**config.mk**
```make
export PLATFORM = sky130hd
export DESIGN_NAME = serial_add_ctrl_flat
export DESIGN_NICKNAME = d
export VERILOG_FILES = /design/src/rtl/serial_add_if.sv /design/src/rtl/serial_add_ctrl.sv /design/src/flat_wrapper.sv
export SDC_FILE = /design/constraint.sdc
export NUM_CORES = 1
export LEC_CHECK = 0
export CELL_PAD_IN_SITES_DETAIL_PLACEMENT = 1
export CELL_PAD_IN_SITES_GLOBAL_PLACEMENT = 2
export CORE_MARGIN = 4
export CORE_UTILIZATION = 29
export DETAILED_ROUTE_END_ITERATION = 10
export PLACE_DENSITY_LB_ADDON = 0.1
export SETUP_SLACK_MARGIN = 0.2
export SYNTH_ARGS = -nofsm -noshare
export SYNTH_HDL_FRONTEND = slang
export SYNTH_SLANG_ARGS = --single-unit
```
**constraint.sdc**
```tcl
create_clock -name clk -period 1.9 [get_ports clk]
set_input_delay 0.475 -clock clk [delete_from_list [all_inputs] [get_ports clk]]
set_output_delay 0.475 -clock clk [all_outputs]
set_load 0.01 [all_outputs]
```
**src/rtl/serial_add_if.sv**
```systemverilog
// Bundles the serial adder's request/result signals and its link to the
// external 1-bit full-adder cell.
interface serial_add_if #(
   parameter int unsigned WIDTH = 8
);
   logic             start;
   logic [WIDTH-1:0] op_a;
   logic [WIDTH-1:0] op_b;
   logic             cin;
   logic             busy;
   logic             done;
   logic [WIDTH-1:0] sum;
   logic             cout;
   logic             ovf;
   logic             fa_a;
   logic             fa_b;
   logic             fa_c;
   logic             fa_s;
   logic             fa_co;

   // The master drives requests and also stands in for the adder cell.
   modport master (
      output start, op_a, op_b, cin, fa_s, fa_co,
      input  busy, done, sum, cout, ovf, fa_a, fa_b, fa_c
   );

   modport slave (
      input  start, op_a, op_b, cin, fa_s, fa_co,
      output busy, done, sum, cout, ovf, fa_a, fa_b, fa_c
   );
endinterface

```
**src/rtl/serial_add_ctrl.sv**
```systemverilog
// Bit-serial sequencer around an external 1-bit full adder, LSB first.
// Define SERIAL_ADD_OVF_EN to build signed-overflow detection; otherwise ovf is 0.
module serial_add_ctrl #(
   parameter int unsigned WIDTH = 8
) (
   input logic        clk,
   input logic        rst,
   serial_add_if.slave bus
);

   localparam int unsigned CntW = (WIDTH > 1) ? $clog2(WIDTH) : 1;

   typedef enum logic [1:0] {StIdle, StShift, StDone} state_e;

   state_e           state_q, state_d;
   logic [WIDTH-1:0] a_q, b_q, sum_q;
   logic             carry_q, cout_q;
   logic [CntW-1:0]  cnt_q;
   logic             accept, shift_en, last;

   always_comb begin
      state_d  = state_q;
      accept   = 1'b0;
      shift_en = 1'b0;
      last     = (cnt_q == CntW'(WIDTH - 1));
      case (state_q)
         StIdle: begin
            if (bus.start) begin
               accept  = 1'b1;
               state_d = StShift;
            end
         end
         StShift: begin
            shift_en = 1'b1;
            if (last) state_d = StDone;
         end
         StDone:  state_d = StIdle;
         default: state_d = StIdle;
      endcase
   end

   always_ff @(posedge clk) begin
      if (rst) state_q <= StIdle;
      else     state_q <= state_d;
   end

   always_ff @(posedge clk) begin
      if (rst) begin
         a_q     <= '0;
         b_q     <= '0;
         sum_q   <= '0;
         carry_q <= 1'b0;
         cout_q  <= 1'b0;
         cnt_q   <= '0;
      end else if (accept) begin
         a_q     <= bus.op_a;
         b_q     <= bus.op_b;
         carry_q <= bus.cin;
         sum_q   <= '0;
         cout_q  <= 1'b0;
         cnt_q   <= '0;
      end else if (shift_en) begin
         sum_q   <= {bus.fa_s, sum_q[WIDTH-1:1]};
         carry_q <= bus.fa_co;
         a_q     <= a_q >> 1;
         b_q     <= b_q >> 1;
         // Counter returns to 0 after the last bit rather than running past WIDTH-1.
         cnt_q   <= last ? '0 : cnt_q + CntW'(1);
         if (last) cout_q <= bus.fa_co;
      end
   end

`ifdef SERIAL_ADD_OVF_EN
   logic ovf_q;

   // Carry into the MSB xor carry out of the MSB.
   always_ff @(posedge clk) begin
      if (rst || accept)        ovf_q <= 1'b0;
      else if (shift_en && last) ovf_q <= carry_q ^ bus.fa_co;
   end

   assign bus.ovf = ovf_q;
`else
   assign bus.ovf = 1'b0;
`endif

   assign bus.busy = (state_q == StShift);
   assign bus.done = (state_q == StDone);
   assign bus.sum  = sum_q;
   assign bus.cout = cout_q;
   assign bus.fa_a = shift_en & a_q[0];
   assign bus.fa_b = shift_en & b_q[0];
   assign bus.fa_c = shift_en & carry_q;

endmodule

```
**src/flat_wrapper.sv**
```systemverilog
// flat-port wrapper written by rule: the top's interface ports become plain ports
module serial_add_ctrl_flat 
#(
   parameter int unsigned WIDTH = 8
)
  (clk, rst, bus_start, bus_op_a, bus_op_b, bus_cin, bus_fa_s, bus_fa_co, bus_busy, bus_done, bus_sum, bus_cout, bus_ovf, bus_fa_a, bus_fa_b, bus_fa_c);
  serial_add_if #(.WIDTH(WIDTH)) bus_i ();
  input logic clk;
  input logic rst;
  input wire logic [$bits(bus_i.start)-1:0] bus_start;
  input wire logic [$bits(bus_i.op_a)-1:0] bus_op_a;
  input wire logic [$bits(bus_i.op_b)-1:0] bus_op_b;
  input wire logic [$bits(bus_i.cin)-1:0] bus_cin;
  input wire logic [$bits(bus_i.fa_s)-1:0] bus_fa_s;
  input wire logic [$bits(bus_i.fa_co)-1:0] bus_fa_co;
  output wire logic [$bits(bus_i.busy)-1:0] bus_busy;
  output wire logic [$bits(bus_i.done)-1:0] bus_done;
  output wire logic [$bits(bus_i.sum)-1:0] bus_sum;
  output wire logic [$bits(bus_i.cout)-1:0] bus_cout;
  output wire logic [$bits(bus_i.ovf)-1:0] bus_ovf;
  output wire logic [$bits(bus_i.fa_a)-1:0] bus_fa_a;
  output wire logic [$bits(bus_i.fa_b)-1:0] bus_fa_b;
  output wire logic [$bits(bus_i.fa_c)-1:0] bus_fa_c;
  assign bus_i.start = bus_start;
  assign bus_i.op_a = bus_op_a;
  assign bus_i.op_b = bus_op_b;
  assign bus_i.cin = bus_cin;
  assign bus_i.fa_s = bus_fa_s;
  assign bus_i.fa_co = bus_fa_co;
  assign bus_busy = bus_i.busy;
  assign bus_done = bus_i.done;
  assign bus_sum = bus_i.sum;
  assign bus_cout = bus_i.cout;
  assign bus_ovf = bus_i.ovf;
  assign bus_fa_a = bus_i.fa_a;
  assign bus_fa_b = bus_i.fa_b;
  assign bus_fa_c = bus_i.fa_c;
  serial_add_ctrl #(.WIDTH(WIDTH)) u_core (.clk(clk), .rst(rst), .bus(bus_i));
endmodule
```
After elaboration in Yosys (flattened, before gate mapping)
Cells that the tools add are included.
Word-level totals
  output and inout bits: 15
  flip-flop bits (word level): 31
  logic and storage cells: 34
Operators by class
  eq/ne operators: 5
  bitwise gates (word level): 3
  reductions and logical operators: 5
  $add $sub $neg: 1
  mux-type cells: 13
Operators with widths (number)
  2-to-1 mux 8 bit: 4
  2-to-1 mux 1 bit: 5
  2-to-1 mux 2 bit: 2
  one-hot mux 2 bit (2 select lines): 1
  AND reduction 2 bit: 2
  adder 3 x 1 -> 3 bit, second input constant: 1
  bitwise AND 1 bit: 3
  == test 3 bit, second input constant: 1
  2-to-1 mux 3 bit: 1
  == test 2 x 1 -> 1 bit, second input constant: 1
  == test 2 bit, second input constant: 1
  zero test 2 bit: 1
  != test 2 x 1 -> 1 bit, second input constant: 1
  != test 2 bit, second input constant: 1
  nonzero test 2 bit: 1
  OR reduction 2 bit: 1

Logic depth before layout (Yosys ltp)
Gate-level depths: netlist of the first run.
  word-level depth: 4
  mapped depth: 5
  mapped depth without buffers: 5

Least setup slack after synthesis of the first run
OpenSTA, ideal clock, no wires.
  path kind: register -> output
  start: reg u_core.state_q[1]
  end: out bus_fa_a
  path buffers: 1
  setup slack: 448 ps
  stages on the path, launching flop included: 5
  arrival: 977 ps
  cell sequence: dfxtp_1 > nand2b_1 > inv_2 > buf_2 > and2_1
Between the ends
  cells in the longest elaborated chain, start to end: 3
Ends and longest elaborated chain
  start, declared: RTL line serial_add_ctrl.sv:15  | state_e state_q, state_d;
  start signal, assigned: RTL line serial_add_ctrl.sv:43  | if (rst) state_q <= StIdle;
  start signal, assigned: RTL line serial_add_ctrl.sv:44  | else state_q <= state_d;
  == test 2 x 1 -> 1 bit
  via bus_busy: RTL line flat_wrapper.sv:16  | output wire logic [$bits(bus_i.busy)-1:0] bus_busy;
  2-to-1 mux 1 bit: RTL line serial_add_ctrl.sv:26  | case (state_q)
  bitwise AND 1 bit: RTL line serial_add_ctrl.sv:91  | assign bus.fa_a = shift_en & a_q[0];
  end, declared: RTL line flat_wrapper.sv:21  | output wire logic [$bits(bus_i.fa_a)-1:0] bus_fa_a;
The timed path passes the listed nets, and every way through them passes these cells.

Worst setup path after layout of the first run
  start: reg u_core.state_q[1]
  end: out bus_fa_c
Between the ends
  cells in the longest elaborated chain, start to end: 3
Ends and longest elaborated chain
  == test 2 x 1 -> 1 bit: RTL line serial_add_ctrl.sv:26
  2-to-1 mux 1 bit: RTL line serial_add_ctrl.sv:26
  bitwise AND 1 bit: RTL line serial_add_ctrl.sv:93  | assign bus.fa_c = shift_en & carry_q;
  end, declared: RTL line flat_wrapper.sv:23  | output wire logic [$bits(bus_i.fa_c)-1:0] bus_fa_c;
No other way between the ends.

==> impl_metrics.ini, run 1 <==
[status]
run_status = complete, no violations

[sta]
period_share_pct = 93.5
rsz0062_at_grt = true
drv_slew = 0
hold_viol_final = 0
fin_tns_setup_ns = 0
setup_violations = 0
period_minus_slack_ns = 1.78
finClkSkew_ns = 0.00713
max_freq_mhz = 563

[finish]
utilization_pct = 45.3
drive_gt1_share_pct = 23.1
final.fill_count = 538
fin_nets = 235
area_delta_synth_final_pct = 46.7
n_antenna_cell = 0
final_area_um2 = 2040

[detailed_routing]
wl_per_cell_um = 15.8
ant_nets = 0
drt_wl_total_um = 4160
wl_met3_um = 201
wl_met2_um = 2020
drc = 0
via_count = 1318
wl_met1_um = 1880
routed.top_layer = met4
drt_iter0_drc = 50
vias_per_cell = 4.99
drtPass1Iterations = 4

[clocking]
cts_buffer_depth = 2
cts_buffers = 5
clk_latency_ns = 0.29
clkTransAtPathRegs_ns = 0.07
cts_sinks = 31
root_buffer = clkbuf_8
htreeDepth = 2
tritoncts = yes

[synthesis]
synth_warnings = 0
synth_cells = 161
ys.flop_type = dfxtp_1
synth_edf_count = 0
synth_async_sr_flop_share_pct = 0
avgSynthCellArea_um2 = 8.63
synth_most_common_cell = nor2_1
ys_ff_latch = 31
synth_top_area_share_pct = 44.6
synth_nets = 185
synth_top_cell_by_area = dfxtp_1
seq_area_frac_synth_pct = 44.6
synth.distinct_cells = 25
ys_top_cells_by_area = dfxtp_1, a211oi_2, nor2_1
syn_area_um2 = 1390
synthTopCellsByCount = nor2_1, dfxtp_1, nand2_1

[setup_path]
path_cells = nand2b_4 > clkinv_4 > buf_6 > buf_6 > and2_4 > buf_6
cp_slowest_stage_delay_ns = 0.34
cpMaxStageDelayCell = dfxtp_2
worstPathRequired_ns = 1.42
end_kind = output port
crit_type = reg2out
critPathLaunchType = register
path_buf_inv = 4
crit_path_max_fanout = 3
path_depth = 6
crit_family = buffers and inverters
r2r_slack_ns = 0.46
cp_common_cell = buf_6
critPathArrivalTime_ns = 1.30
worstRegToRegCells = 5

[floorplan]
num_rows = 24
dieWidth_um = 77.2
dieArea_um2 = 5970
start_util_pct = 30.9
fp.coreArea_um2 = 4500
die_y_um = 77.2
pin_count = 37

[global_routing]
grt_pass1_wl_um = 6940
grt_usage_pct = 14.7
grt_pass1_vias = 1456
antenna_found_initial = 0
grt_start_max_net_pins = 19
overflow = 0

[power_and_ir_drop]
irDropWorstVdd_mv = 0.397
p_leak_uw = 0.000893
total_power_uw = 1640
power_density_nw_per_um2 = 805

[placed_design]
hpwl_um = 2840
placed_area_um2 = 1840
gp_congestion = 0.708
io_buffers = 35

[min_path]
hold_path_depth = 2
min_path_type = reg2reg

[flow_run]
drv_cap = 0
[metal layers]
metal	GRT usage, %	vias up
met5	0	-
met4	4.80	0
met3	4.68	7
met2	24.4	24
met1	18.1	634
li1	-	653
[cell usage in the layout, fill, tap and decap left out, drive strengths merged, types with 2 or more instances in the layout]
| cell type | instances |
|---|---|
| nor2 | 32 |
| dfxtp | 31 |
| clkdlybuf4s50 | 24 |
| buf | 23 |
| nand2 | 21 |
| a211oi | 15 |
| a21oi | 13 |
| o2bb2ai | 12 |
| clkbuf | 7 |
| dlymetal6s2s | 6 |
| nand3 | 3 |
| o22ai | 3 |
| and2 | 3 |
| o21ai | 2 |
| ha | 2 |
| nand2b | 2 |
| clkinv | 2 |
| inv | 2 |
[through the flow]
stage | hold WS [ns] | setup slack (ns) | std cells
floorplan | 0.438 | 0.448 | 161
global placement | 0.444 | 0.156 | 249
detailed placement | 0.455 | 0.103 | 249
CTS | 0.465 | 0.100 | 261
global route | 0.490 | 0.0836 | 264
finish | 0.460 | 0.123 | 264
[sequential cells by signal, summed over array words and instances (netlist names)]
register and flops:
u_core.state_q 2, u_core.a_q 8, u_core.carry_q 1, u_core.bus.sum 8, u_core.bus.cout 1, u_core.b_q 8, u_core.cnt_q 3
[final timing paths]
kind                                                startpoint                           end
worst max-delay path            u_core.state_q[1]$_SDFFE_PP0P_                      bus_fa_c
worst min-delay path              u_core.cnt_q[1]$_SDFFE_PP0P_  u_core.cnt_q[1]$_SDFFE_PP0P_
worst max register to register  u_core.state_q[1]$_SDFFE_PP0P_    u_core.b_q[0]$_SDFFE_PP0P_
worst min register to register    u_core.cnt_q[1]$_SDFFE_PP0P_  u_core.cnt_q[1]$_SDFFE_PP0P_
[worst reg2reg max path, stage by stage (launching register included)]
cell	delay [ns]
dfxtp_2	0.33
buf_4	0.12
buf_4	0.15
o21ba_2	0.45
nor2_1	0.10
a211oi_2	0.21
[logic make-up (layout without fill, tap and decap cells)]
logic type               count (synthesis)  count (layout)  synth area share [%]
AO/OA/AOI/OAI                           48              48                  28.0
adder cells (fa/ha/maj)                  2               2                  1.80
buffers and inverters                   15              66                  5.94
flip-flops                              31              31                  44.6
multiplexers                             1               1                 0.720
other                                    1               1                 0.270
AND/OR/NAND/NOR                         63              63                  18.6
[final cells by class]
cell class              instances  area [um^2]  share of cell area, %
inverters                       3         16.3                  0.798
clock inverters                 2         35.0                   1.72
well taps                      52         65.1                   3.19
multi-input cells             115          697                   34.2
clock buffers                   6         82.6                   4.05
repair buffers                 55          520                   25.5
flip-flops and latches         31          623                   30.6
[power by group]
| part | internal (uW) | leakage (uW) | switching [uW] |
|---|---|---|---|
| combinational | 133 | 0.000577 | 121 |
| clock | 424 | 0.0000612 | 257 |
| sequential | 686 | 0.000255 | 20.6 |
| total | 1240 | 0.000893 | 398 |
[timing repair]
| item | CTS | global route |
|---|---|---|
| buffers inserted | 4 | 3 |
| hold buffers | 0 | 0 |
| endpoints found under the setup margin | 5 | 10 |
| gates resized for setup | 19 | 13 |
Note: power is estimated with default switching activity, not from simulation.
==> run 2, diff against run 1 <==
--- a/config.mk
+++ b/config.mk
@@ -7,7 +7,6 @@
 export LEC_CHECK = 0
 export CELL_PAD_IN_SITES_DETAIL_PLACEMENT = 1
 export CELL_PAD_IN_SITES_GLOBAL_PLACEMENT = 2
-export CORE_MARGIN = 4
 export CORE_UTILIZATION = 29
 export DETAILED_ROUTE_END_ITERATION = 10
 export PLACE_DENSITY_LB_ADDON = 0.1
==> run 2 against run 1 <==
- the run now ends with design-rule violations left
- critical path type unchanged
- wire length decreased by 11%
- worst setup slack better by 0.13 ns
- die area down 15%
- critical endpoint is now bus_busy
- hold slack worse by 0.0094 ns
==> impl_metrics.ini, run 2 (synthesis gave the netlist of run 1 again) <==
[sta]
rsz0062_at_grt = true
setup_violations = 0
period_minus_slack_ns = 1.65
drv_slew = 0
whs_ns = 0.451
hold_viol_final = 0
finClkSkew_ns = 0.00541
max_freq_mhz = 605
period_share_pct = 86.9
fin_tns_setup_ns = 0

[setup_path]
worstRegToRegCells = 4
worstPathRequired_ns = 1.42
reg2reg_from = u_core.state_q[0]$_SDFFE_PP0P_
crit_type = reg2out
crit_path_max_fanout = 2
critPathLaunchType = register
r2r-end = u_core.a_q[0]$_SDFFE_PP0P_
critPathArrivalTime_ns = 1.18
end_kind = output port
r2r_slack_ns = 0.48

[detailed_routing]
wl_per_cell_um = 14.3
drt_wl_total_um = 3720
drc = 4
ant_nets = 0
vias_per_cell = 4.97
drt_iter0_drc = 36
via_count = 1288
drtPass1Iterations = 7

[clocking]
clkTransAtPathRegs_ns = 0.06
cts_sinks = 31
clk_latency_ns = 0.28
cts_buffers = 5
htreeDepth = 2
root_buffer = clkbuf_8
cts_buffer_depth = 2
tritoncts = yes

[flow_run]
drv_cap = 0

[min_path]
hold_path_depth = 2
hold_start = u_core.bus.sum[0]$_SDFFE_PP0P_
hold_end = u_core.bus.sum[0]$_SDFFE_PP0P_
min_path_type = reg2reg

[global_routing]
antenna_found_initial = 0
grt_pass1_wl_um = 6410
gr-max-usage-layer = met2
grt_usage_pct = 16.4
met2_usage_pct = 28.1
grtUsageMet3_pct = 4.50
overflow = 0
grt_start_max_net_pins = 19
grt.met1_usage_pct = 19.9
grt_pass1_vias = 1340

[status]
run_status = complete, but fails checks
violations = design-rule violations

[floorplan]
die_y_um = 71.2
dieWidth_um = 71.2
pin_count = 37
start_util_pct = 31.1
fp.coreArea_um2 = 4470
num_rows = 24
dieArea_um2 = 5070

[power_and_ir_drop]
irDropWorstVdd_mv = 0.294
p_leak_uw = 0.000797
power_density_nw_per_um2 = 735
total_power_uw = 1440

[finish]
final.fill_count = 526
n_antenna_cell = 0
area_delta_synth_final_pct = 41.2
multiInputGateArea_um2 = 702
mostFrequentLayoutCell = nor2_1
fin_nets = 230
final_cell_mix = nor2_1, dfxtp_1, clkdlybuf4s50_1
regArea_um2 = 623
drive_gt1_share_pct = 21.3

[placed_design]
gp_congestion = 0.709
io_buffers = 35
hpwl_um = 2690
==> run 2: changes by cell type in the layout (fill, tap and decap cells not counted) <==
cell / previous run / this run
and2_4: 1 / 3
inv_4: 0 / 1
buf_4: 17 / 13
bufinv_16: 1 / 0
buf_2: 2 / 1
clkbuf_8: 6 / 5
and2_1: 2 / 0
clkdlybuf4s50_1: 24 / 27
clkinv_4: 1 / 0
clkbuf_1: 0 / 2
dlymetal6s2s_1: 6 / 3
==> run 2: power breakdown <==
| part | switching, uW | internal (uW) | leakage [uW] |
|---|---|---|---|
| combinational | 115 | 128 | 0.000499 |
| sequential | 20.9 | 686 | 0.000255 |
| clock | 235 | 257 | 0.0000422 |
| total | 371 | 1070 | 0.000797 |
==> run 2: metrics by stage <==
step	cells	util (%)	worst slack [ns]	instance area [um^2]
floorplan	161	-	0.448	1390
global placement	247	40.9	0.147	1830
detailed placement	247	40.9	0.0677	1830
CTS	258	43.0	0.201	1930
global route	259	43.9	0.198	1960
finish	259	43.9	0.248	1960
==> run 2: repair_timing <==
item | in CTS | in global routing
cloned | 0 | 0
resized for setup | 17 | 12
hold buffers | 0 | 0
buffers inserted | 3 | 1
setup endpoints to repair | 5 | 7
==> run 2: final cells by class <==
class                           count  area share [%]
Tap cell                           52            3.31
Inverter                            3           0.701
Timing Repair Buffer               50            24.3
Multi-Input combinational cell    115            35.8
Sequential cell                    31            31.7
Clock inverter                      1           0.255
Clock buffer                        7            3.89
==> run 2: layer usage <==
| layer | vias up | share of wire (%) |
|---|---|---|
| met3 | 4 | 4.6 |
| met2 | 27 | 48 |
| met5 | - | 0 |
| met4 | 0 | 0.97 |
| li1 | 649 | - |
| met1 | 608 | 46 |
==> run 2: worst max-delay path: stages, from the launching register on <==
cell and delay, ns:
dfxtp_2 0.33, nand2b_4 0.14, inv_4 0.04, buf_4 0.12
dlygate4sd2_1 0.27
==> run 2: worst max-delay path by stage <==
stage / start / end / slack [ns] / cells after the start
after floorplan: u_core.state_q[1]$_SDFFE_PP0P_ / bus_fa_a / 0.45 / 4
after global placement: bus_start / u_core.b_q[3]$_SDFFE_PP0P_ / 0.15 / 4
after detailed placement: bus_start / u_core.a_q[0]$_SDFFE_PP0P_ / 0.07 / 4
after CTS: u_core.state_q[1]$_SDFFE_PP0P_ / bus_done / 0.20 / 4
after global routing: u_core.state_q[1]$_SDFFE_PP0P_ / bus_busy / 0.20 / 4
final: u_core.state_q[1]$_SDFFE_PP0P_ / bus_busy / 0.25 / 4
==> run 3, diff against run 2 <==
--- a/config.mk
+++ b/config.mk
@@ -9,6 +9,7 @@
 export CELL_PAD_IN_SITES_GLOBAL_PLACEMENT = 2
 export CORE_UTILIZATION = 29
 export DETAILED_ROUTE_END_ITERATION = 10
+export MAX_ROUTING_LAYER = met4
 export PLACE_DENSITY_LB_ADDON = 0.1
 export SETUP_SLACK_MARGIN = 0.2
 export SYNTH_ARGS = -nofsm -noshare
==> run 3 against run 2 <==
- the run still ends with design-rule violations left
- count of clock-buffer cells in the layout unchanged
- wire length unchanged
- hold slack is essentially flat
- flip-flop and latch count is the same
- worst setup slack about the same
- non-clock buffer count unchanged
- sequential share of layout area did not move
- via count unchanged
- largest cell class unchanged
==> impl_metrics.ini, run 3 (synthesis gave the netlist of run 1 again) <==
[detailed_routing]
drc = 4
drt_iter0_drc = 36
drt_wl_total_um = 3720
ant_nets = 0
wl_per_cell_um = 14.3
via_count = 1288
drtPass1Iterations = 7
vias_per_cell = 4.97

[finish]
final_cell_mix = nor2_1, dfxtp_1, clkdlybuf4s50_1
area_delta_synth_final_pct = 41.2
drive_gt1_share_pct = 21.3
final_area_um2 = 1960
n_antenna_cell = 0
regArea_um2 = 623
utilization_pct = 43.9
mostFrequentLayoutCell = nor2_1
multiInputGateArea_um2 = 702
fin_nets = 230
final.fill_count = 526

[placed_design]
placed_area_um2 = 1830
io_buffers = 35
gp_congestion = 0.717
hpwl_um = 2690

[floorplan]
die_y_um = 71.2
dieWidth_um = 71.2
pin_count = 37
start_util_pct = 31.1
num_rows = 24
dieArea_um2 = 5070
fp.coreArea_um2 = 4470

[global_routing]
grt_start_max_net_pins = 19
antenna_found_initial = 0
grt_pass1_wl_um = 6400
grt_usage_pct = 16.9
overflow = 0
grt_pass1_vias = 1341

[setup_path]
crit_path_max_fanout = 2
critPathArrivalTime_ns = 1.18
worstRegToRegCells = 4
critPathLaunchType = register
cp_slowest_stage_delay_ns = 0.33
crit_type = reg2out
worstPathRequired_ns = 1.42
cpMaxStageDelayCell = dfxtp_2
path_cells = nand2b_4 > inv_4 > buf_4 > dlygate4sd2_1
end_kind = output port

[clocking]
cts_buffer_depth = 2
cts_buffers = 5
cts_hold_buf = 0
cts_sinks = 31
htreeDepth = 2
clk_latency_ns = 0.28
clkTransAtPathRegs_ns = 0.06
root_buffer = clkbuf_8
tritoncts = yes

[flow_run]
drv_cap = 0

[sta]
hold_viol_final = 0
period_share_pct = 87.0
fin_tns_setup_ns = 0
max_freq_mhz = 605
setup_violations = 0
whs_ns = 0.451
rsz0062_at_grt = true
drv_slew = 0
period_minus_slack_ns = 1.65
finClkSkew_ns = 0.00541

[min_path]
hold_path_depth = 2
min_path_type = reg2reg

[power_and_ir_drop]
irDropWorstVdd_mv = 0.294
power_density_nw_per_um2 = 735
p_leak_uw = 0.000797

[status]
run_status = complete, but fails checks
violations = design-rule violations
run 3: cell counts in the layout (fill, tap and decap cells not counted):
No cell type changed its count.
run 3: final cells by class:
class | count | area share (%)
well taps | 52 | 3.31
clock buffers | 7 | 3.89
clock inverters | 1 | 0.255
repair buffers | 50 | 24.3
inverters | 3 | 0.701
multi-input cells | 115 | 35.8
flip-flops and latches | 31 | 31.7
run 3: repair_timing:
action	in CTS	in global routing
cloned	0	0
hold endpoints to repair	0	0
setup buffers	3	1
pin swaps	0	0
resized for setup	17	12
endpoints found under the setup margin	5	7
run 3: worst max-delay path, delay by kind of cell (launching register included):
kind / cells / cell delay (ns)
buf+inv: 3 / 0.43
flops: 1 / 0.33
simple gates: 1 / 0.14
run 3: power breakdown:
group / switching [uW] / internal [uW]
Combinational: 115 / 128
Sequential: 20.9 / 686
Clock: 235 / 257
run 3: through the flow:
stage	total power [uW]	std cells	setup slack (ns)
3_3_place_gp	945	247	0.147
3_5_place_dp	955	247	0.0677
5_1_grt	1520	259	0.198
2_1_floorplan	853	161	0.448
4_1_cts	1460	258	0.201
6_report	1440	259	0.248
run 3: layer usage:
| layer | track usage (%) | part of all wire, % | wire length, um | vias up |
|---|---|---|---|---|
| li1 | - | - | - | 649 |
| met3 | 4.50 | 4.6 | 172 | 4 |
| met4 | 5.33 | 0.86 | 32 | 0 |
| met1 | 19.9 | 46 | 1710 | 608 |
| met2 | 28.1 | 48 | 1800 | 27 |
| met5 | - | 0 | 0 | - |
run 3: final timing paths:
kind	from	end	slack, ns
worst max-delay path	u_core.state_q[1]$_SDFFE_PP0P_	bus_busy	0.25
worst min-delay path	u_core.bus.sum[0]$_SDFFE_PP0P_	u_core.bus.sum[0]$_SDFFE_PP0P_	0.45
worst max register to register	u_core.state_q[0]$_SDFFE_PP0P_	u_core.a_q[0]$_SDFFE_PP0P_	0.48
worst min register to register	u_core.bus.sum[0]$_SDFFE_PP0P_	u_core.bus.sum[0]$_SDFFE_PP0P_	0.45
==> edit 1 (flow settings as in run 1) <==
Build with the macro `SERIAL_ADD_OVF_EN` defined.
--- a/src/rtl/serial_add_ctrl.sv
+++ b/src/rtl/serial_add_ctrl.sv
@@ -1,5 +1,7 @@
 // Bit-serial sequencer around an external 1-bit full adder, LSB first.
 // Define SERIAL_ADD_OVF_EN to build signed-overflow detection; otherwise ovf is 0.
+`define SERIAL_ADD_OVF_EN
+
 module serial_add_ctrl #(
    parameter int unsigned WIDTH = 8
 ) (
Behaviour: not the same (Yosys sat finds a counterexample within 10 cycles, from zero or initial values and one cycle with rst high).
==> edit 1 against run 1 <==
- count of clock-buffer cells in the layout unchanged
- total power shrank 0.98%
- via count rose by 1.3%
- design area grew 2.9%
- final cell count is 5.7% higher
- clock skew fell by 0.0026 ns
- critical path depth down 2
- wire length down 1.2%
- worst setup slack better by 0.12 ns
- combinational power down 3%
- sequential cell count grew 1
- synthesized area increased by 6.4%
- sequential share of layout area is 0.080 points higher
- clock power is 4.4% lower
- critical path type unchanged
- largest cell class unchanged
==> edit 1: results <==
[status]
run_status = completed

[synth]
synth.top_cells.by_area = dfxtp_1, a211oi_2, nor2_1, o2bb2ai_1, nand2_1
post_synthesis_register_bit_count = 32
synth.distinct_cells = 27
syn_inst = 163

[power_and_ir_drop]
power.leakage_nw = 0.894

[routing]
avgRoutedWirePerCell_um = 14.7

[critical_path]
crit-reg2reg-launch = u_core.state_q[0]
reg2reg_path_depth = 4
highest_net_fanout_along_the_worst_path = 7

[placed_design]
port_buffers = 36
weighted_congestion_at_the_end_of_routability_driven_global_placement = 0.713
placed_cell_area_sq_um = 1930
dp_slack_ns = 0.0725

[cells_and_area]
layout.buffer.nonclock.area_share_pct = 23.5
drive_above_1_share_pct = 27.4
fill_cells = 586
layout-area-overhead-vs-synth_pct = 42.0
number_of_combinational_gates_with_multiple_inputs = 117
nonClockBufferCount = 52
final_cell_area_sq_um = 2100

[timing]
maxClockFrequency_mhz = 605

[cts]
post_cts_buffers = 1

[hold_path]
worst_hold_startpoint = u_core.bus.sum[0]

[grt]
grt_first_pass_wirelength_mm = 6.81
grt_pass1_vias = 1410
groute.usage.overall_pct = 14.3
==> edit 1: kinds of logic (layout without fill, tap and decap cells) <==
group / Yosys count / in the layout / synth area share (%)
buf+inv: 14 / 63 / 6.09
fa+ha+maj: 2 / 2 / 1.69
simple gates: 64 / 64 / 18.0
flops: 32 / 32 / 43.3
compound gates: 49 / 49 / 29.6
xor+xnor: 1 / 1 / 0.592
mux: 1 / 1 / 0.677
==> edit 1: metal layers <==
metal / track usage [%] / wire length (um)
met1: 16.1 / 1760
met2: 24.4 / 2110
met3: 4.06 / 164
met4: 7.22 / 78
met5: 0 / 0
==> edit 1: critical path, cell delays in order, from the launching register on <==
cell and delay (ns):
dfxtp_2 0.32, nand2b_4 0.14, inv_2 0.11, buf_6 0.12, clkdlybuf4s15_2 0.21
==> edit 1: where the power goes <==
part / internal [W] / leakage (nW) / switching [W]
clock network: 0.000389 / 0.0552 / 0.000262
registers: 0.000707 / 0.263 / 0.0000212
logic: 0.000126 / 0.575 / 0.000120
total: 0.00122 / 0.894 / 0.000404
==> edit 2 (config.mk and constraints of run 1) <==
Without the edit above. Encoding of `state_e`: now one-hot (3 bits for 3 states).
--- a/src/rtl/serial_add_ctrl.sv
+++ b/src/rtl/serial_add_ctrl.sv
@@ -10,7 +10,7 @@
 
    localparam int unsigned CntW = (WIDTH > 1) ? $clog2(WIDTH) : 1;
 
-   typedef enum logic [1:0] {StIdle, StShift, StDone} state_e;
+   typedef enum logic [2:0] {StIdle = 3'b001, StShift = 3'b010, StDone = 3'b100} state_e;
 
    state_e           state_q, state_d;
    logic [WIDTH-1:0] a_q, b_q, sum_q;
Formal check against the unedited RTL: no difference found for any inputs over 10 cycles, from zero or initial values and one cycle with rst high; not proved beyond that.
==> edit 2 against run 1 <==
- sequential cell count rose by 1
- combinational power fell by 6%
- register-to-register slack got worse by 0.14 ns
- design area rose by 5.1%
- hold slack got worse by 0.0037 ns
- synthesized area rose by 3.4%
- sequential share of layout area fell by 0.60 points
- clock power rose by 5.7%
- total power rose by 2.2%
- synthesized cell count rose by 6.2%
- worst setup slack got worse by 0.040 ns
- wire length rose by 2.0%
- sequential power rose by 2%
- critical path type unchanged
- highest routed layer unchanged
==> edit 2: results <==
[critical_path]
critical_path.max_stage_delay_ns = 0.40
timing.critical_path.slowest_stage_cell = or3b_4
data_arrival_critical_path_ns = 1.34
highest_net_fanout_along_the_worst_path = 7
top_delay_family_on_crit_path = simple AND/OR/NAND/NOR gates

[placed_design]
weighted_congestion_at_the_end_of_routability_driven_global_placement = 0.711
port_buffers = 35
post-dp-hpwl_mm = 2.88
place.detailed.instances = 269

[synth]
ys_warn_count = 0
postSynthNetCount = 195
syn_inst = 171
yosys_most_used_dff = dfxtp_1
synth.top_cells.by_area = dfxtp_1, nand2_1, a22o_1, o22ai_1, nand3_1
synth.distinct_cells = 28
synth_common_cells = nand2_1, dfxtp_1, nand3_1
seq_area_frac_synth_pct = 44.6

[grt]
met2_usage_in_global_routing_pct = 23.5
grt_util_met3_pct = 4.82
grtUsageMet1_pct = 18.6
grt_first_pass_wirelength_mm = 7.13
grt_start_max_net_pins = 38
grt_pass1_vias = 1466
groute.usage.overall_pct = 14.7

[power_and_ir_drop]
pwr-share-clk_pct = 42.9
sequentialPower_w = 0.000719
power.leakage_nw = 0.927
clockNetworkPower_w = 0.000720
p_int_w = 0.00129
peakVddDrop_mv = 0.254

[cts]
cts_inserted_buffers = 5
clock_slew_at_the_register_clock_pins_of_the_worst_setup_and_hold_paths_ns = 0.07

[routing]
avgRoutedWirePerCell_um = 14.9
detailroute.via_count = 1405
viasPerCell = 4.95
met2RoutedLength_mm = 1.98
detailroute.wirelength.met3_um = 193
detail_route.wirelength.met1_mm = 2.02
drt_first_iter_violations = 55

[status]
run_status = completed

[cells_and_area]
fill_cells = 561
drive_above_1_share_pct = 19.8
nets_finish = 240

[timing]
fin_worst_skew_ns = 0.00739

[hold_path]
hp-class = reg2reg
edit 2: cell types whose count changed after synthesis, sizes merged, moves of 3 or more:
cell,change
nor2,-30
nand2,+18
a211oi,-15
a22o,+15
nand3,+14
o22ai,+12
o2bb2ai,-12
clkbuf,+11
buf,-6
inv,-3
edit 2: final timing paths:
| kind | from | to | slack (ns) | cells past startpoint |
|---|---|---|---|---|
| setup / recovery | u_core.state_q[1] | bus_fa_c | 0.08 | 4 |
| hold / removal | u_core.bus.sum[0] | u_core.bus.sum[0] | 0.46 | 2 |
| setup reg to reg | u_core.state_q[1] | u_core.cnt_q[0] | 0.32 | 5 |
| hold reg to reg | u_core.bus.sum[0] | u_core.bus.sum[0] | 0.46 | 2 |
edit 2: metrics by stage:
step / setup WS [ns] / instance area, sq um / util [%]
finish: 0.0825 / 2140 / 45.1
global route: 0.0181 / 2140 / 45.1
CTS: 0.0697 / 2100 / 44.3
detailed placement: -0.114 / 1910 / 40.1
global placement: -0.0860 / 1910 / 40.1
floorplan: 0.194 / 1460 / -
edit 2: logic make-up after synthesis:
kind of cell,share of synthesized area [%]
buffers and inverters,6.44
other,0.261
muxes,1.39
AOI/OAI and AO/OA,20.5
and+or+nand+nor,25.1
DFF,44.6
adders and majority gates,1.74
edit 2: cell type report:
cell class,count,area (sq um),share of cell area [%]
Sequential cell,32,642,29.9
Clock buffer,7,96.3,4.50
Tap cell,67,83.8,3.91
Multi-Input combinational cell,121,726,33.9
Timing Repair Buffer,55,557,26.0
Clock inverter,1,30.0,1.40
Inverter,1,8.76,0.409
edit 2: what timing repair did:
item | in CTS | in global routing
pin swaps | 2 | 1
setup endpoints to repair | 20 | 13
resized for setup | 27 | 8
endpoints found under the hold margin | 0 | 0
buffers inserted | 5 | 2
hold buffers | 0 | 0
